[src/rtl/pipeline_config_sequencer_pkg.sv]
// rtl/pipeline_config_sequencer_pkg.sv - opcodes, error codes, states and field widths for the config sequencer
package pipeline_config_sequencer_pkg;

   localparam int BLOCK_INSTR_WIDTH    = 24;
   localparam int BLOCK_REG_ADDR_WIDTH = 4;
   localparam int RST_SETTLE_CYCLES    = 2;

   typedef enum logic [2:0] {
      OP_NOP         = 3'd0,
      OP_INSTR_WRITE = 3'd1,
      OP_REG_WRITE   = 3'd2,
      OP_COMMIT      = 3'd3,
      OP_ALLOC_DELAY = 3'd4,
      OP_FULL_RESET  = 3'd5,
      OP_CLEAR_ERR   = 3'd6,
      OP_ILLEGAL     = 3'd7
   } cfg_op_e;

   typedef enum logic [1:0] {
      CFG_ERR_NONE    = 2'd0,
      CFG_ERR_TIMEOUT = 2'd1,
      CFG_ERR_ILLEGAL = 2'd2
   } cfg_err_e;

   typedef enum logic [2:0] {
      S_IDLE        = 3'd0,
      S_ISSUE       = 3'd1,
      S_WAIT_ACK    = 3'd2,
      S_WAIT_SAMPLE = 3'd3,
      S_WAIT_RST    = 3'd4
   } cfg_state_e;

endpackage

[src/rtl/pipeline_config_sequencer_ack_timer.sv]
// rtl/pipeline_config_sequencer_ack_timer.sv - loadable down-counter that flags expiry on reaching zero
module pipeline_config_sequencer_ack_timer #(
   parameter int WIDTH = 8
) (
   input  logic             i_clk,
   input  logic             i_reset,
   input  logic             i_start,
   input  logic [WIDTH-1:0] i_load,
   output logic             o_expired
);

   logic [WIDTH-1:0] r_count;

   always_ff @(posedge i_clk) begin
      if (i_reset) begin
         r_count <= '0;
      end else if (i_start) begin
         r_count <= i_load;
      end else if (r_count != '0) begin
         r_count <= r_count - 1'b1;
      end
   end

   assign o_expired = (r_count == '0);

endmodule

[src/rtl/pipeline_config_sequencer.sv]
// rtl/pipeline_config_sequencer.sv - serialises host config commands into dsp_pipeline strobe/ack handshakes
module pipeline_config_sequencer
   import pipeline_config_sequencer_pkg::*;
#(
   parameter int data_width  = 16,
   parameter int n_blocks    = 256,
   parameter int cmd_width   = 32,
   parameter int ack_timeout = 255
) (
   input  logic                                            i_clk,
   input  logic                                            i_reset,
   input  logic                                            i_cmd_valid,
   output logic                                            o_cmd_ready,
   input  logic [2:0]                                      i_cmd_op,
   input  logic [$clog2(n_blocks)-1:0]                     i_cmd_block,
   input  logic [BLOCK_REG_ADDR_WIDTH-1:0]                 i_cmd_reg,
   input  logic [cmd_width-1:0]                            i_cmd_data,
   output logic [$clog2(n_blocks)-1:0]                     o_block_target,
   output logic [$clog2(n_blocks)+BLOCK_REG_ADDR_WIDTH-1:0] o_reg_target,
   output logic [BLOCK_INSTR_WIDTH-1:0]                    o_instr_val,
   output logic [data_width-1:0]                           o_ctrl_data,
   output logic [2*data_width-1:0]                         o_buf_init_delay,
   output logic                                            o_instr_write,
   output logic                                            o_reg_write,
   output logic                                            o_reg_writes_commit,
   output logic                                            o_alloc_delay,
   output logic                                            o_full_reset,
   input  logic                                            i_pipe_ready,
   input  logic                                            i_reg_write_ack,
   input  logic                                            i_instr_write_ack,
   input  logic                                            i_resetting,
   output logic                                            o_busy,
   output logic                                            o_err,
   output logic [1:0]                                      o_err_code,
   output logic [15:0]                                     o_done_count
);

   localparam int BA = $clog2(n_blocks);
   localparam int TW = $clog2(ack_timeout + 1);
   // Timer reaches zero in the last cycle of the ack window (ISSUE plus ack_timeout-1 cycles).
   localparam logic [TW-1:0] ACK_LOAD = TW'(ack_timeout - 2);
   localparam logic [TW-1:0] RST_LOAD = TW'(RST_SETTLE_CYCLES);

   cfg_state_e                     r_state, w_next;
   cfg_op_e                        r_op;
   logic [BA-1:0]                  r_block;
   logic [BLOCK_REG_ADDR_WIDTH-1:0] r_reg;
   logic [cmd_width-1:0]           r_data;
   logic                           r_err;
   cfg_err_e                       r_err_code;
   logic [15:0]                    r_done_count;

   logic          w_accept, w_ack, w_expired;
   logic          w_complete, w_timeout, w_illegal, w_clear;
   logic          w_timer_start;
   logic [TW-1:0] w_timer_load;

   pipeline_config_sequencer_ack_timer #(.WIDTH(TW)) u_timer (
      .i_clk     (i_clk),
      .i_reset   (i_reset),
      .i_start   (w_timer_start),
      .i_load    (w_timer_load),
      .o_expired (w_expired)
   );

   assign w_accept = i_cmd_valid && (r_state == S_IDLE);
   assign w_ack    = (r_op == OP_INSTR_WRITE) ? i_instr_write_ack : i_reg_write_ack;

   always_ff @(posedge i_clk) begin
      if (i_reset) r_state <= S_IDLE;
      else         r_state <= w_next;
   end

   always_comb begin
      w_next              = r_state;
      o_instr_write       = 1'b0;
      o_reg_write         = 1'b0;
      o_reg_writes_commit = 1'b0;
      o_alloc_delay       = 1'b0;
      o_full_reset        = 1'b0;
      w_complete          = 1'b0;
      w_timeout           = 1'b0;
      w_illegal           = 1'b0;
      w_clear             = 1'b0;
      w_timer_start       = 1'b0;
      w_timer_load        = ACK_LOAD;
      case (r_state)
         S_IDLE: if (i_cmd_valid) w_next = S_ISSUE;
         S_ISSUE: begin
            case (r_op)
               OP_INSTR_WRITE, OP_REG_WRITE: begin
                  o_instr_write = (r_op == OP_INSTR_WRITE);
                  o_reg_write   = (r_op == OP_REG_WRITE);
                  if (w_ack) begin
                     w_next     = S_IDLE;
                     w_complete = 1'b1;
                  end else begin
                     w_next        = S_WAIT_ACK;
                     w_timer_start = 1'b1;
                  end
               end
               OP_COMMIT: w_next = S_WAIT_SAMPLE;
               OP_FULL_RESET: begin
                  o_full_reset  = 1'b1;
                  w_next        = S_WAIT_RST;
                  w_timer_start = 1'b1;
                  w_timer_load  = RST_LOAD;
               end
               OP_ILLEGAL: begin
                  w_illegal = 1'b1;
                  w_next    = S_IDLE;
               end
               default: begin
                  o_alloc_delay = (r_op == OP_ALLOC_DELAY);
                  w_clear       = (r_op == OP_CLEAR_ERR);
                  w_complete    = 1'b1;
                  w_next        = S_IDLE;
               end
            endcase
         end
         S_WAIT_ACK: begin
            // An ack in the expiry cycle still wins over the timeout.
            if (w_ack) begin
               w_complete = 1'b1;
               w_next     = S_IDLE;
            end else if (w_expired) begin
               w_timeout = 1'b1;
               w_next    = S_IDLE;
            end
         end
         S_WAIT_SAMPLE: begin
            if (i_pipe_ready) begin
               o_reg_writes_commit = 1'b1;
               w_complete          = 1'b1;
               w_next              = S_IDLE;
            end
         end
         S_WAIT_RST: begin
            if (w_expired && !i_resetting) begin
               w_complete = 1'b1;
               w_next     = S_IDLE;
            end
         end
         default: w_next = S_IDLE;
      endcase
   end

   always_ff @(posedge i_clk) begin
      if (i_reset) begin
         r_op         <= OP_NOP;
         r_block      <= '0;
         r_reg        <= '0;
         r_data       <= '0;
         r_err        <= 1'b0;
         r_err_code   <= CFG_ERR_NONE;
         r_done_count <= '0;
      end else begin
         if (w_accept) begin
            r_op    <= cfg_op_e'(i_cmd_op);
            r_block <= i_cmd_block;
            r_reg   <= i_cmd_reg;
            r_data  <= i_cmd_data;
         end
         if (w_complete) r_done_count <= r_done_count + 16'd1;
         if (w_clear) begin
            r_err      <= 1'b0;
            r_err_code <= CFG_ERR_NONE;
         end else if (w_timeout) begin
            r_err      <= 1'b1;
            r_err_code <= CFG_ERR_TIMEOUT;
         end else if (w_illegal) begin
            r_err      <= 1'b1;
            r_err_code <= CFG_ERR_ILLEGAL;
         end
      end
   end

   assign o_cmd_ready      = (r_state == S_IDLE);
   assign o_busy           = (r_state != S_IDLE);
   assign o_err            = r_err;
   assign o_err_code       = r_err_code;
   assign o_done_count     = r_done_count;
   assign o_block_target   = r_block;
   assign o_reg_target     = {r_block, r_reg};
   assign o_instr_val      = r_data[BLOCK_INSTR_WIDTH-1:0];
   assign o_ctrl_data      = r_data[data_width-1:0];
   assign o_buf_init_delay = r_data[2*data_width-1:0];

endmodule
[config.mk]
export PLATFORM = sky130hd
export DESIGN_NAME = pipeline_config_sequencer
export DESIGN_NICKNAME = d
export VERILOG_FILES = /design/src/rtl/pipeline_config_sequencer_pkg.sv /design/src/rtl/pipeline_config_sequencer_ack_timer.sv /design/src/rtl/pipeline_config_sequencer.sv
export SDC_FILE = /design/constraint.sdc
export NUM_CORES = 1
export LEC_CHECK = 0
export CAP_MARGIN = 10
export CORE_MARGIN = 3
export CORE_UTILIZATION = 46
export DETAILED_ROUTE_END_ITERATION = 12
export PLACE_DENSITY = 0.92
export SYNTH_ARGS = -nofsm -noshare
export SYNTH_HDL_FRONTEND = slang
export SYNTH_SLANG_ARGS = --single-unit
export TNS_END_PERCENT = 1
[constraint.sdc]
create_clock -name i_clk -period 2.9 [get_ports i_clk]
set_input_delay 0.29 -clock i_clk [delete_from_list [all_inputs] [get_ports i_clk]]
set_output_delay 0.29 -clock i_clk [all_outputs]
set_load 0.02 [all_outputs]
==> out/qor.yml, run 1 <==
floorplanning:
  fp.dieH_um: 98.5
  die-area_mm2: 0.00971
  fp-row-count: 33
  initial_utilization_pct: 47.7
  ios: 172
  core_mm2: 0.00826
  die_x_um: 98.5
logic_synthesis:
  yosys.area.top_type: "dfxtp_1"
  yosysTopAreaCellShare_pct: 39.1
  synthArstFlopShare_pct: 0
  yosys_warnings: 0
  avgSynthCellArea_um2: 7.99
  post-synth-top-count-cell: "nand2_1"
  synth_edf_count: 0
  ys_ff_latch: 77
  synth_area_leaders: "dfxtp_1 (39%), nand2_1 (11%), buf_4 (9.7%)"
  yosysUniqueCellTypes: 57
  syn_inst: 493
  synth_nets: 550
  synth_area_mm2: 0.00394
  synthFlopType: "dfxtp_1"
  yosysSeqAreaShare_pct: 39.1
  synth_commonest_cells: "nand2_1 (112), dfxtp_1 (77), a21oi_1 (59)"
place:
  io_buffers: 171
  finalWeightedCongestion: 0.899
  place_hpwl_mm: 7.99
  place_area_mm2: 0.00531
  dp.cells: 699
clocking:
  clockBufferDepth: 2
  cts-resized-gates: 0
  cts_buffers: 9
  postCtsSetupBuffers: 0
  cts_tree: "yes"
  ctsHoldBuffers: 0
  h-tree-depth: 3
  root_buffer: "clkbuf_8"
  clk_pin_slew_worst_paths_ns: 0.08
  clkSinkCount: 77
  clk_latency_ns: 0.35
critical_path:
  cp_slowest_cell: "clkdlybuf4s50_1"
  path_delay_family: "simple AND/OR/NAND/NOR gates"
  path_cells: "nor3b_2, nand2b_1, nor3b_1, clkdlybuf4s50_1"
  crit_path_end_kind: "output pin"
  worstSetupStartpointType: "flip-flop"
  slowest_delay_ns: 0.66
  cp.arrival_ns: 2.25
  crit_fanout: 10
  critPathBufInv: 1
  required_ns: 2.61
  criticalPathCategory: "flip-flop to output pin"
sta:
  period_share_pct: 87.5
  slew_violations: 0
  min_period_ns: 2.54
  rsz0062_at_grt: "false"
  slew_headroom_pct: 49.8
  hold_viol_final: 0
  setup_viol: 0
  clock_skew_ns: 0.0136
  tightest_slew_ns: 0.747
  fmax_mhz: 394
  setup-tns-final_ns: 0
final_layout:
  finalInstanceArea_mm2: 0.00556
  multi_input_area_mm2: 0.00186
  regArea_mm2: 0.00154
  instances_no_fill: 714
  area_delta_synth_final_pct: 41.1
  nNetsFinal: 662
  largest_reg_flops: 32
  final.fill_count: 649
  diodes: 0
  drive_gt1_share_pct: 6.90
detailed_routing:
  drtPass1Iterations: 4
  wl_per_cell_um: 15.2
  route.detailed.drc: 0
  drt.antenna.violating_nets: 0
  viasPerCell: 5.28
  routed_wl_mm: 10.9
  first_iter_violations: 210
  vias: 3769
status:
  status: "complete, no violations"
power_and_ir_drop:
  ir_drop_uv: 386
  power.leakage_nw: 2.09
  power.density_mw_per_mm2: 564
grt:
  antenna_found_initial: 0
  grt_pass1_wl_mm: 17.7
  grt_util_all_layers_pct: 22.0
  globalRouteOverflowTotal: 0
  grt_pass1_vias: 3662
  grt_max_degree: 48
flow_run:
  max-cap-violations: 0
worst_hold_path:
  hold_path_class: "input pin to flip-flop"
[cell type report]
| class | count | area share [%] |
|---|---|---|
| Clock buffer | 11 | 2.72 |
| Multi-Input combinational cell | 331 | 33.4 |
| Inverter | 10 | 0.675 |
| Tap cell | 105 | 2.36 |
| Sequential cell | 77 | 27.7 |
| Timing Repair Buffer | 176 | 31.4 |
| Clock inverter | 4 | 1.71 |
[tightest hold or removal path: stages]
cell,delay (ns)
buf_2,0.21
nor2_1,0.12
mux2_1,0.12
[kinds of logic (layout without fill, tap and decap cells)]
group                    count (synthesis)  in the layout  synth area share (%)
adder cells (fa/ha/maj)                  3              3                 0.953
AND/OR/NAND/NOR                        212            212                  25.3
buffers and inverters                   85            201                  13.7
AO/OA/AOI/OAI                           96             96                  15.6
flip-flops                              77             77                  39.1
multiplexers                            15             15                  4.22
XOR/XNOR                                 5              5                  1.11
[cells in the final DEF, fill, tap and decap left out, types with 6 or more instances in the layout]
cell type / count
clkdlybuf4s50_1: 170
nand4_1: 6
clkbuf_8: 11
dfxtp_1: 77
mux2_2: 11
a21oi_1: 59
nand2_1: 112
nor2b_1: 14
nor3_1: 7
inv_1: 10
nand3_1: 13
o22ai_1: 8
nor2_1: 30
[worst paths after layout]
kind / startpoint / endpoint / slack, ns / depth (start not counted)
worst max-delay path: r_state[0] / o_reg_write / 0.36 / 4
worst min-delay path: i_reset / o_done_count[8] / 0.43 / 3
worst max register to register: r_op[0] / o_done_count[12] / 0.54 / 5
worst min register to register: r_reg[2] / r_reg[2] / 0.46 / 2
[metal layers]
| metal | GRT usage (%) | wire (um) | vias to the layer above | part of all wire, % |
|---|---|---|---|---|
| met5 | 0 | 0 | - | 0 |
| met4 | 8.19 | 213 | 0 | 2.0 |
| met3 | 5.31 | 803 | 21 | 7.4 |
| met2 | 38.5 | 5640 | 161 | 52 |
| met1 | 26.0 | 4190 | 1746 | 39 |
| li1 | - | - | 1841 | - |
[through the flow]
stage	setup slack [ns]	hold slack (ns)	utilization (%)	power (mW)
3_5_place_dp	0.587	0.451	64.3	2.15
2_1_floorplan	0.756	0.426	-	1.88
4_1_cts	0.355	0.413	67.3	3.16
5_1_grt	0.217	0.439	67.3	3.29
6_report	0.362	0.425	67.3	3.13
3_3_place_gp	0.680	0.442	64.3	2.11
[power breakdown]
part | switching, mW | internal (mW)
Combinational | 0.460 | 0.419
Clock | 0.385 | 0.613
Sequential | 0.102 | 1.16
Total | 0.947 | 2.19
Power figures use the tool's default switching activity.
==> run 2: changes to the inputs <==
- CORE_UTILIZATION: 46 -> 47
- CTS_BUF_LIST: unset -> sky130_fd_sc_hd__clkbuf_4 sky130_fd_sc_hd__clkbuf_8
- PLACE_DENSITY: 0.92 -> 0.93
==> run 2 against run 1 <==
Global-route usage up 0.67 points; first-iteration DRC count down 16%; setup slack worse by 0.028 ns; design area down 0.63%; sequential share of layout area up 0.18 points; sequential power about the same; final cell count down 0.42%.
==> out/qor.yml, run 2 (synthesis gave the netlist of run 1 again) <==
sta:
  tightest_slew_ns: 0.706
  fmax_mhz: 390
  clock_skew_ns: 0.0114
  setup-tns-final_ns: 0
  slew_violations: 0
  slew_headroom_pct: 52.6
  hold_viol_final: 0
  min_period_ns: 2.57
  period_share_pct: 88.5
  setup_viol: 0
  rsz0062_at_grt: "false"
floorplanning:
  fp.dieH_um: 97.5
  fp-row-count: 32
  die_x_um: 97.5
  ios: 172
  initial_utilization_pct: 49.7
  die-area_mm2: 0.00952
  core_mm2: 0.00793
status:
  status: "complete, no violations"
critical_path:
  crit_path_end_kind: "output pin"
  criticalPathCategory: "flip-flop to output pin"
  cp.arrival_ns: 2.28
  worstSetupStartpointType: "flip-flop"
  crit_fanout: 10
  required_ns: 2.61
power_and_ir_drop:
  switching_share_pct: 32.0
  seqPwrFrac_pct: 41.6
  ir_drop_uv: 283
  p_clk_share_pct: 29.8
  comb_power_share_pct: 28.6
  switchingPower_mw: 0.969
  power.density_mw_per_mm2: 548
  power.leakage_nw: 2.07
  p_int_mw: 2.06
final_layout:
  nNetsFinal: 661
  regArea_mm2: 0.00154
  largest_reg_flops: 32
  diodes: 0
  final_cell_mix: "clkdlybuf4s50_1 (170), nand2_1 (112), dfxtp_1 (77)"
  multi_input_area_mm2: 0.00186
  finalInstanceArea_mm2: 0.00552
  final.fill_count: 643
  drive_gt1_share_pct: 7.06
  area_delta_synth_final_pct: 40.2
  final_common_cell: "clkdlybuf4s50_1"
detailed_routing:
  route.detailed.drc: 0
  routed_wl_mm: 11.1
  drtPass1Iterations: 5
  wl_per_cell_um: 15.6
  viasPerCell: 5.29
  vias: 3758
  drt.antenna.violating_nets: 0
  first_iter_violations: 176
clocking:
  clk_pin_slew_worst_paths_ns: 0.08
  clkSinkCount: 77
  ctsHoldBuffers: 0
  postCtsSetupBuffers: 0
  h-tree-depth: 3
  cts-resized-gates: 0
  clk_latency_ns: 0.35
  cts_buffers: 9
  cts_tree: "yes"
  root_buffer: "clkbuf_8"
  clockBufferDepth: 2
flow_run:
  max-cap-violations: 0
grt:
  grt_max_degree: 48
  grt_util_all_layers_pct: 22.6
  grt_use_met1_pct: 25.5
  grt_use_met3_pct: 4.88
  globalRoute.busiestLayer: "met2"
  grt_pass1_wl_mm: 17.9
  globalRouteOverflowTotal: 0
  met2_usage_pct: 41.1
  grt_pass1_vias: 3629
  antenna_found_initial: 0
place:
  finalWeightedCongestion: 0.856
  place_area_mm2: 0.00530
  io_buffers: 171
  place_hpwl_mm: 8.14
worst_hold_path:
  hold_path_class: "input pin to flip-flop"
## run 2: changes by cell type in the layout (fill, tap and decap cells not counted), sizes merged
| cell | change |
|---|---|
| clkbuf | -2 |
| buf | -1 |
| bufinv | -1 |
| inv | +1 |
| clkinvlp | +2 |
| clkinv | +1 |
## run 2: metrics by stage
step           setup WS [ns]  hold slack [ns]  util, %  cells  power (mW)
5_1_grt                0.180            0.375     69.7    711        3.19
3_3_place_gp           0.652            0.442     66.9    695        2.10
3_5_place_dp           0.581            0.445     66.9    695        2.15
6_report               0.334            0.359     69.7    711        3.03
2_1_floorplan          0.756            0.426        -    493        1.88
4_1_cts                0.361            0.345     69.7    711        3.05
## run 2: path summary, 6_finish.rpt
path / startpoint / end / slack, ns / cells past startpoint
worst max register to register: r_op[0] / o_done_count[8] / 0.48 / 5
worst min-delay path: i_reset / o_done_count[8] / 0.36 / 3
worst max-delay path: r_state[0] / o_full_reset / 0.33 / 4
worst min register to register: o_buf_init_delay[29] / o_buf_init_delay[29] / 0.46 / 2
## run 2: area by class of cell
| class | count | area share [%] |
|---|---|---|
| Clock buffer | 9 | 2.24 |
| Clock inverter | 7 | 1.77 |
| Inverter | 10 | 0.680 |
| Multi-Input combinational cell | 331 | 33.7 |
| Sequential cell | 77 | 27.9 |
| Tap cell | 102 | 2.31 |
| Timing Repair Buffer | 175 | 31.4 |
## run 2: per-layer routing
| metal | wire length (um) | up-vias |
|---|---|---|
| met4 | 274 | 0 |
| met3 | 667 | 24 |
| met2 | 5760 | 150 |
| li1 | - | 1841 |
| met1 | 4400 | 1743 |
| met5 | 0 | - |
## run 2: power by group through the flow
stage / clock network [mW] / registers [mW] / logic (mW)
4_1_cts: 0.920 / 1.26 / 0.870
2_1_floorplan: 0 / 1.31 / 0.575
6_report: 0.902 / 1.26 / 0.867
3_3_place_gp: 0 / 1.27 / 0.830
3_5_place_dp: 0 / 1.28 / 0.867
5_1_grt: 0.968 / 1.28 / 0.943
## run 2: worst max-delay path, stage by stage (launching register included)
cell and delay [ns]:
dfxtp_1 0.49, nor3b_2 0.35, nand2_1 0.12, nor2_1 0.30, clkdlybuf4s50_1 0.67
